**src/rtl/lock_controller.sv**
```systemverilog
// Top-level sequencer for the digital lock: user-code entry, unlock, lockout,
// PUK recovery and new-code programming, all with registered outputs.
module lock_controller #(
   parameter int unsigned MAX_FAILS   = 3,
   parameter int unsigned LOCKOUT_CYC = 36000000,
   parameter int unsigned UNLOCK_CYC  = 60000000,
   parameter logic [3:0]  CHANGE_KEY  = 4'd9,
   parameter int unsigned CW          = 26
) (
   input  logic       hwclk,
   input  logic       rst_n,
   input  logic       bstate,
   input  logic [3:0] button,
   input  logic       validUC,
   input  logic       validPC,
   input  logic       correct,
   input  logic       newUC,
   input  logic       blink_done,
   output logic       readInput,
   output logic       inputWrong,
   output logic [1:0] compareType,
   output logic       store,
   output logic       blink_start,
   output logic       blink_type,
   output logic       unlocked,
   output logic       locked_out,
   output logic [2:0] fail_count
);

   localparam logic [2:0] S_LOCKED     = 3'd0;
   localparam logic [2:0] S_CHECK_UC   = 3'd1;
   localparam logic [2:0] S_WAIT_BLINK = 3'd2;
   localparam logic [2:0] S_OPEN       = 3'd3;
   localparam logic [2:0] S_NEW_UC     = 3'd4;
   localparam logic [2:0] S_LOCKOUT    = 3'd5;
   localparam logic [2:0] S_PUK        = 3'd6;
   localparam logic [2:0] S_CHECK_PC   = 3'd7;

   localparam logic [2:0]    MAX_F        = 3'(MAX_FAILS);
   localparam logic [CW-1:0] UNLOCK_TERM  = CW'(UNLOCK_CYC - 1);
   localparam logic [CW-1:0] LOCKOUT_TERM = CW'(LOCKOUT_CYC - 1);

   logic [2:0]    r_state;
   logic [CW-1:0] r_timer;
   logic [2:0]    r_fail;
   logic          r_bstate_d;
   logic          r_uc_d;
   logic          r_pc_d;
   logic [3:0]    r_key;

   logic          r_readInput;
   logic          r_inputWrong;
   logic [1:0]    r_cmp;
   logic          r_store;
   logic          r_blink_start;
   logic          r_blink_type;
   logic          r_unlocked;
   logic          r_locked_out;

   logic          w_key_ev;
   logic          w_uc_rise;
   logic          w_pc_rise;
   logic [2:0]    w_fail_inc;

   logic [2:0]    w_state_nx;
   logic [CW-1:0] w_timer_nx;
   logic [2:0]    w_fail_nx;
   logic          w_iw_nx;
   logic          w_bs_nx;
   logic          w_bt_nx;

   logic          w_ri_nx;
   logic [1:0]    w_cmp_nx;
   logic          w_store_nx;
   logic          w_unl_nx;
   logic          w_lo_nx;

   assign w_key_ev   = r_bstate_d & ~bstate;
   assign w_uc_rise  = validUC & ~r_uc_d;
   assign w_pc_rise  = validPC & ~r_pc_d;
   assign w_fail_inc = (r_fail == MAX_F) ? r_fail : r_fail + 3'd1;

   // The key code is only meaningful while pressed, so it is held for use on release.
   always_ff @(posedge hwclk) begin
      if (bstate) begin
         r_key <= button;
      end
   end

   always_comb begin
      w_state_nx = r_state;
      w_fail_nx  = r_fail;
      w_iw_nx    = 1'b0;
      w_bs_nx    = 1'b0;
      w_bt_nx    = r_blink_type;
      case (r_state)
         S_LOCKED: begin
            if (w_uc_rise) begin
               w_state_nx = S_CHECK_UC;
            end
         end
         S_CHECK_UC: begin
            w_bs_nx = 1'b1;
            if (correct) begin
               w_state_nx = S_OPEN;
               w_fail_nx  = 3'd0;
               w_bt_nx    = 1'b0;
            end else begin
               w_iw_nx    = 1'b1;
               w_fail_nx  = w_fail_inc;
               w_bt_nx    = 1'b1;
               w_state_nx = (w_fail_inc == MAX_F) ? S_LOCKOUT : S_WAIT_BLINK;
            end
         end
         S_WAIT_BLINK: begin
            if (blink_done) begin
               w_state_nx = S_LOCKED;
            end
         end
         S_OPEN: begin
            if (r_timer == UNLOCK_TERM) begin
               w_state_nx = S_LOCKED;
               w_iw_nx    = 1'b1;
            end else if (w_key_ev && (r_key == CHANGE_KEY)) begin
               w_state_nx = S_NEW_UC;
            end
         end
         S_NEW_UC: begin
            if (newUC) begin
               w_state_nx = S_LOCKED;
            end
         end
         S_LOCKOUT: begin
            if (r_timer == LOCKOUT_TERM) begin
               w_state_nx = S_PUK;
               w_iw_nx    = 1'b1;
            end
         end
         S_PUK: begin
            if (w_pc_rise) begin
               w_state_nx = S_CHECK_PC;
            end
         end
         S_CHECK_PC: begin
            if (correct) begin
               w_fail_nx  = 3'd0;
               w_state_nx = S_NEW_UC;
            end else begin
               w_iw_nx    = 1'b1;
               w_state_nx = S_LOCKOUT;
            end
         end
         default: begin
            w_state_nx = S_LOCKED;
         end
      endcase
   end

   // Timer only advances in the two timed states; the terminal compare leaves them.
   always_comb begin
      w_timer_nx = r_timer;
      if (w_state_nx != r_state) begin
         w_timer_nx = '0;
      end else if ((r_state == S_OPEN) || (r_state == S_LOCKOUT)) begin
         w_timer_nx = r_timer + CW'(1);
      end
   end

   // Level outputs are decoded from the next state so they register in step with it.
   always_comb begin
      w_ri_nx    = 1'b1;
      w_cmp_nx   = 2'b01;
      w_store_nx = 1'b0;
      w_unl_nx   = 1'b0;
      w_lo_nx    = 1'b0;
      case (w_state_nx)
         S_WAIT_BLINK: begin
            w_ri_nx = 1'b0;
         end
         S_OPEN: begin
            w_ri_nx  = 1'b0;
            w_unl_nx = 1'b1;
         end
         S_NEW_UC: begin
            w_store_nx = 1'b1;
            w_unl_nx   = 1'b1;
         end
         S_LOCKOUT: begin
            w_ri_nx  = 1'b0;
            w_cmp_nx = 2'b00;
            w_lo_nx  = 1'b1;
         end
         S_PUK, S_CHECK_PC: begin
            w_cmp_nx = 2'b10;
            w_lo_nx  = 1'b1;
         end
         default: begin
            w_ri_nx = 1'b1;
         end
      endcase
   end

   always_ff @(posedge hwclk or negedge rst_n) begin
      if (!rst_n) begin
         r_state       <= S_LOCKED;
         r_timer       <= '0;
         r_fail        <= 3'd0;
         r_bstate_d    <= 1'b0;
         r_uc_d        <= 1'b0;
         r_pc_d        <= 1'b0;
         r_readInput   <= 1'b1;
         r_inputWrong  <= 1'b0;
         r_cmp         <= 2'b01;
         r_store       <= 1'b0;
         r_blink_start <= 1'b0;
         r_blink_type  <= 1'b0;
         r_unlocked    <= 1'b0;
         r_locked_out  <= 1'b0;
      end else begin
         r_state       <= w_state_nx;
         r_timer       <= w_timer_nx;
         r_fail        <= w_fail_nx;
         r_bstate_d    <= bstate;
         r_uc_d        <= validUC;
         r_pc_d        <= validPC;
         r_readInput   <= w_ri_nx;
         r_inputWrong  <= w_iw_nx;
         r_cmp         <= w_cmp_nx;
         r_store       <= w_store_nx;
         r_blink_start <= w_bs_nx;
         r_blink_type  <= w_bt_nx;
         r_unlocked    <= w_unl_nx;
         r_locked_out  <= w_lo_nx;
      end
   end

   assign readInput   = r_readInput;
   assign inputWrong  = r_inputWrong;
   assign compareType = r_cmp;
   assign store       = r_store;
   assign blink_start = r_blink_start;
   assign blink_type  = r_blink_type;
   assign unlocked    = r_unlocked;
   assign locked_out  = r_locked_out;
   assign fail_count  = r_fail;

endmodule

```
**config.mk**
```make
export PLATFORM = sky130hd
export DESIGN_NAME = lock_controller
export DESIGN_NICKNAME = d
export VERILOG_FILES = /design/src/rtl/lock_controller.sv
export SDC_FILE = /design/constraint.sdc
export NUM_CORES = 1
export LEC_CHECK = 0
export CORE_MARGIN = 2
export CORE_UTILIZATION = 45
export CTS_BUF_LIST = sky130_fd_sc_hd__clkbuf_16
export CTS_CLUSTER_SIZE = 25
export DETAILED_ROUTE_END_ITERATION = 6
export GPL_TIMING_DRIVEN = 0
export HOLD_SLACK_MARGIN = 0.06
export PLACE_DENSITY = 0.64
export SYNTH_ARGS = -nofsm -noshare
export SYNTH_HDL_FRONTEND = slang
export SYNTH_SLANG_ARGS = --single-unit
```
**constraint.sdc**
```tcl
create_clock -name hwclk -period 3 [get_ports hwclk]
set_input_delay 0.6 -clock hwclk [delete_from_list [all_inputs] [get_ports hwclk]]
set_output_delay 0.6 -clock hwclk [all_outputs]
set_load 0.01 [all_outputs]
```
==> results.ini, run 1 <==
[run_status]
outcome=complete, no violations

[cts]
cts_tree=yes
post-cts-setup-buffers=0
clock_latency_ns=0.29
ctsHoldBuffers=0
cts_root_buffer=clkbuf_16
cts_made_buffers=5
clock-sinks=48
post_cts_resized=0
clk_pin_slew_ns=0.07
clockBufferDepth=2
htree_levels=2

[flow_run]
cap_viol_max_count=0

[critical_path]
crit_family=simple AND/OR/NAND/NOR gates
start_kind=primary input
cp_num_buf_inv=2
r2r_start=fail_count[0]
critical_path_class=in2reg
required_ns=3.18
r2r.worst_path.cells=8
cpMaxStageDelayCell=clkdlybuf4s50_1
end_kind=register
startpoint=bstate
cp_max_fo=10
cp.arrival_ns=2.64
max_stage_delay_ns=0.52
reg2reg_to=r_timer[18]
cp.depth=7
rrSetupSlack_ns=0.64
worstSetupEndpoint=r_timer[18]
worstPathCellList=clkdlybuf4s50_1, nor4bb_1, nand2_1, o31ai_1, nand4b_4, buf_6, nor2_2

[yosys]
yosys-top-cells-area=dfrtp_1, xor2_1, nor2_1, edfxtp_1, nand2_1
synth_top_family_by_area=simple AND/OR/NAND/NOR gates
netlist_area_um2=2560
synth_cell_types=55
ys.warnings.count=0
synthXorXnorAreaFrac_pct=9.18
synth_edf_count=4
synth_common_cells=dfrtp_1, nor2_1, nand2_1
syn_nets=268
synth_compound_area_share_pct=8.94
yosys.area.top_type_share_pct=41.0
ys_seq_area_share_pct=47.8
synth.avg_cell_area_um2=10.1
synth_seq_cells=48
synth.most_common_cell=dfrtp_1
ys_dominant_reg_cell=dfrtp_1
synth-async-reset-ratio_pct=91.7
synthSimpleGateAreaFrac_pct=29.1
netlist_instances=254
yosys.area_share.adder_pct=0.977
synth_top_cell_by_area=dfrtp_1
synth_mux_area_share_pct=0.781

[timing]
fin_crit_ns=2.45
setup_violations=0
hold_viol_final=0
fin_crit_sh_pct=81.8
tns_ns=0
slew_violations=0
max_freq_mhz=408
skew_ns=0.00418
rsz0062_at_grt=false
tightest_slew_ns=0.837
slew_headroom_pct=43.5

[worst_hold_path]
hp-class=in2async

[route]
drt_wl_total_um=4910
first_pass_iters=4
viasPerCell=5.23
antenna_left=0
vias=1874
drc=0
drt_iter0_markers=140
routedWlPerCell_um=13.7

[global_routing]
grt_pass1_wl_um=8380
grt_pass1_vias=1767
track_usage_pct=17.1
overflow=0
grt_max_degree=30
grt_antenna_before_repair=0

[power_and_ir_drop]
combinationalPowerShare_pct=43.1
p_leak_nw=1.22
ir_drop_mv=0.471
p_switching_uw=896
internal_power_mw=1.48
pwr-share-seq_pct=33.3
p_clk_share_pct=23.6
netSwitchingFraction_pct=37.7
powerDensity_nw_per_um2=780

[placed_design]
dp_cells=350
place_congestion=0.912
io_buffers=23
hpwl_um=3510

[final_layout]
final_cells=358
layout.nets=299
multiInputGateArea_um2=1250
fillers=499
area_growth_syn_to_layout_pct=18.9
seq_area_um2=1220
drive_above_1_share_pct=14.7
diodes=0

[die]
start_util_pct=46.5
ios=24
dieArea_um2=6310
die_h_um=79.5
core_um2=5510
die_x_um=79.5
rows=27

[layout by cell type, fill, tap and decap left out, types with 2 or more instances in the layout]
master           count
mux2i_1              2
clkdlybuf4s50_1     22
clkbuf_16            5
a21oi_1              7
xnor2_1              7
xor2_1              18
and4_1               3
buf_6                2
ha_1                 2
o31ai_1              2
nor2_1              33
nor2_2               9
dfrtp_1             42
nand2b_1             3
and3_1               2
o21a_1               3
o221ai_1             2
and2_1               4
nand4_1              8
buf_2                5
o211ai_1             3
nor2b_1              3
clkinvlp_4           2
nor3_1               5
nor4bb_1             5
inv_1                6
nand3_1             16
dfstp_2              2
nand2_1             23
edfxtp_1             4
o21ai_0              7
[worst min path at each step]
stage	startpoint	end	slack [ns]	depth (start not counted)
final	rst_n	fail_count[0]	0.22	1
after global routing	rst_n	r_state[0]	0.24	1
after CTS	rst_n	store	0.23	1
after detailed placement	blink_type	blink_type	0.50	2
after global placement	blink_type	blink_type	0.51	2
after floorplan	rst_n	blink_start	0.30	0
[registers in the layout, indices dropped and copies added (netlist names), 2 cells and up]
signal and cells:
r_key 4, fail_count 3, r_timer 26, compareType 2, r_state 3
[area by class of cell]
cell class	count	share of cell area, %
Tap cell	72	2.96
Buffer	9	1.89
Timing Repair Buffer	24	8.05
Clock buffer	5	4.11
Sequential cell	48	40.2
Inverter	7	0.862
Clock inverter	3	0.780
Multi-Input combinational cell	190	41.2
[cells by family (layout without fill, tap and decap cells)]
| group | count (synthesis) | in the layout |
|---|---|---|
| and+or+nand+nor | 128 | 128 |
| adders and majority gates | 2 | 2 |
| muxes | 2 | 2 |
| AOI/OAI and AO/OA | 32 | 32 |
| DFF | 48 | 48 |
| buffers and inverters | 16 | 48 |
| xor gates and xnor gates | 26 | 26 |
[metal layers]
metal	track usage, %	share of wire, %	up-vias
met5	0	0	-
met4	6.55	1.7	0
met3	3.73	2.9	7
met2	24.5	41	26
met1	25.1	54	888
li1	-	-	953
[stage by stage]
stage	utilization, %	cell area, um^2	hold slack [ns]	power [mW]	setup WS (ns)
floorplan	-	2560	0.304	1.54	0.814
global placement	52.4	2880	0.505	1.84	0.119
detailed placement	52.6	2900	0.501	1.84	0.248
CTS	55.3	3050	0.230	2.41	0.534
global route	55.3	3050	0.243	2.53	0.421
finish	55.3	3050	0.220	2.38	0.546
[power by group through the flow]
| stage | clock network (mW) | logic, mW | registers [mW] |
|---|---|---|---|
| after floorplan | 0 | 0.713 | 0.827 |
| after global placement | 0 | 1.03 | 0.802 |
| after detailed placement | 0 | 1.04 | 0.803 |
| after CTS | 0.578 | 1.04 | 0.790 |
| after global routing | 0.603 | 1.13 | 0.801 |
| final | 0.561 | 1.02 | 0.790 |
(Power assumes the default switching activity.)
==> inputs of run 2 (changes only) <==
==> constraint.sdc (replaced) <==
create_clock -name hwclk -period 2.4 [get_ports hwclk]
set_input_delay 0.48 -clock hwclk [delete_from_list [all_inputs] [get_ports hwclk]]
set_output_delay 0.48 -clock hwclk [all_outputs]
set_load 0.01 [all_outputs]
==> results.ini, run 2 (synthesized netlist as in run 1, its figures left out) <==
[final_layout]
top_register=r_timer
utilization_pct=56.4  ; +1.0 points
drive_above_1_share_pct=17.5  ; +2.8 points
stdcell_area_um2=3100  ; +1.8%
layout.nets=305  ; +2.0%
final_common_cell=dfrtp_1
final_cell_mix=dfrtp_1, nor2_1, nand2_1
diodes=0  ; unchanged
area_growth_syn_to_layout_pct=21.1
largest_reg_flops=26  ; unchanged
reg_top3=r_timer: 26 flops, r_key: 4 flops

[timing]
skew_ns=0.00382  ; -0.000358 ns
slew_violations=0  ; unchanged
fin_crit_sh_pct=94.2
setup_violations=0  ; unchanged
fin_crit_ns=2.26
tns_ns=0  ; unchanged
max_freq_mhz=442
tightest_slew_ns=0.815  ; -0.0220 ns
hold_viol_final=0  ; unchanged
rsz0062_at_grt=false
slew_headroom_pct=45.0  ; +1.5 points

[critical_path]
start_kind=register
rrSetupSlack_ns=0.14  ; -0.50 ns
worstSetupEndpoint=r_timer[7]
required_ns=2.62  ; -0.56 ns
cp.arrival_ns=2.48  ; -0.16 ns
r2r.worst_path.cells=8  ; unchanged
critical_path_class=reg2reg
end_kind=register
cp_max_fo=7  ; -3
startpoint=fail_count[0]
reg2reg_to=r_timer[7]
r2r_start=fail_count[0]

[cts]
clock-sinks=48  ; unchanged
ctsHoldBuffers=0  ; unchanged
clockBufferDepth=2  ; unchanged
cts_root_buffer=clkbuf_16
clock_latency_ns=0.29  ; about the same
clk_pin_slew_ns=0.07  ; about the same
cts_made_buffers=5  ; unchanged
cts_tree=yes
htree_levels=2  ; unchanged

[power_and_ir_drop]
powerDensity_nw_per_um2=987  ; +27%
ir_drop_mv=0.589  ; +25%
p_leak_nw=1.25  ; +2.1%
total_power_mw=3.06  ; +29%

[route]
drt_iter0_markers=99  ; -29%
routedWlPerCell_um=13.7  ; +0.14%
drt_wl_total_um=5000  ; +1.8%
antenna_left=0  ; unchanged
first_pass_iters=4  ; unchanged
viasPerCell=5.26  ; +0.50%
drc=0  ; unchanged
vias=1915  ; +2.2%

[die]
dieArea_um2=6310  ; unchanged
die_x_um=79.5  ; unchanged
die_h_um=79.5  ; unchanged
rows=27  ; unchanged
start_util_pct=46.5  ; unchanged
ios=24  ; unchanged
core_um2=5510  ; unchanged

[placed_design]
placed_area_um2=2900  ; unchanged
place_congestion=0.912  ; unchanged
hpwl_um=3510  ; unchanged
io_buffers=23  ; unchanged

[flow_run]
cap_viol_max_count=0  ; unchanged

[worst_hold_path]
hp-class=in2async

[global_routing]
grt_antenna_before_repair=0  ; unchanged
grt_pass1_wl_um=8380  ; unchanged
grt_pass1_vias=1767  ; unchanged
grt_max_degree=30  ; unchanged
track_usage_pct=17.1  ; unchanged
overflow=0  ; unchanged

[run_status]
outcome=complete, no violations

==> run 2: changes by cell type in the layout (fill, tap and decap cells not counted) <==
cell / delta
nor4bb_1: -2
nor4bb_2: +2
dfrtp_1: -1
dfrtp_2: +1
buf_4: +5
buf_2: +1
==> run 2: timing repair <==
item | 4_1_cts | 5_1_grt
resized for setup | 0 | 3
endpoints found under the setup margin | 0 | 22
buffers inserted | 0 | 5
==> run 2: per-layer routing <==
layer  global-route usage, %  wire [um]  part of all wire [%]
met3                    3.73        141                   2.8
met5                       0          0                     0
met2                    24.5       2180                    44
met1                    25.1       2590                    52
met4                    6.55         85                   1.7
==> run 2: worst min-delay path by stage <==
stage	from	endpoint	slack, ns	cells past startpoint
global placement	blink_type	blink_type	0.51	2
global route	rst_n	r_state[0]	0.12	1
finish	rst_n	r_state[0]	0.10	1
floorplan	rst_n	blink_start	0.18	0
detailed placement	rst_n	fail_count[0]	0.42	1
CTS	rst_n	store	0.11	1
==> run 2: power by group <==
part | leakage (nW) | switching (mW) | internal (mW) | total (mW)
clock network | 0.0660 | 0.310 | 0.388 | 0.697
logic | 0.553 | 0.792 | 0.586 | 1.38
registers | 0.627 | 0.0458 | 0.942 | 0.987
==> run 2: critical path, cell delays in order (launching register included) <==
cell      delay [ns]
dfrtp_2         0.44
ha_1            0.24
or4b_1          0.55
o211ai_2        0.12
a21boi_2        0.11
a211oi_2        0.22
nand4b_4        0.20
buf_2           0.21
nor2_1          0.11
==> run 2: area by class of cell <==
class                           count  area [um^2]
Tap cell                           72         90.1
Fill cell                         498         2400
Buffer                              9         57.6
Clock buffer                        5          125
Timing Repair Buffer               30          288
Sequential cell                    48         1220
Clock inverter                      3         23.8
Multi-Input combinational cell    190         1270
Inverter                            7         26.3
==> run 2: through the flow <==
stage / instances / setup WS [ns] / hold WS, ns
floorplan: 254 / 0.214 / 0.184
global placement: 349 / -0.361 / 0.505
detailed placement: 350 / -0.232 / 0.422
CTS: 358 / 0.0348 / 0.110
global route: 364 / 0.0108 / 0.122
finish: 364 / 0.138 / 0.101
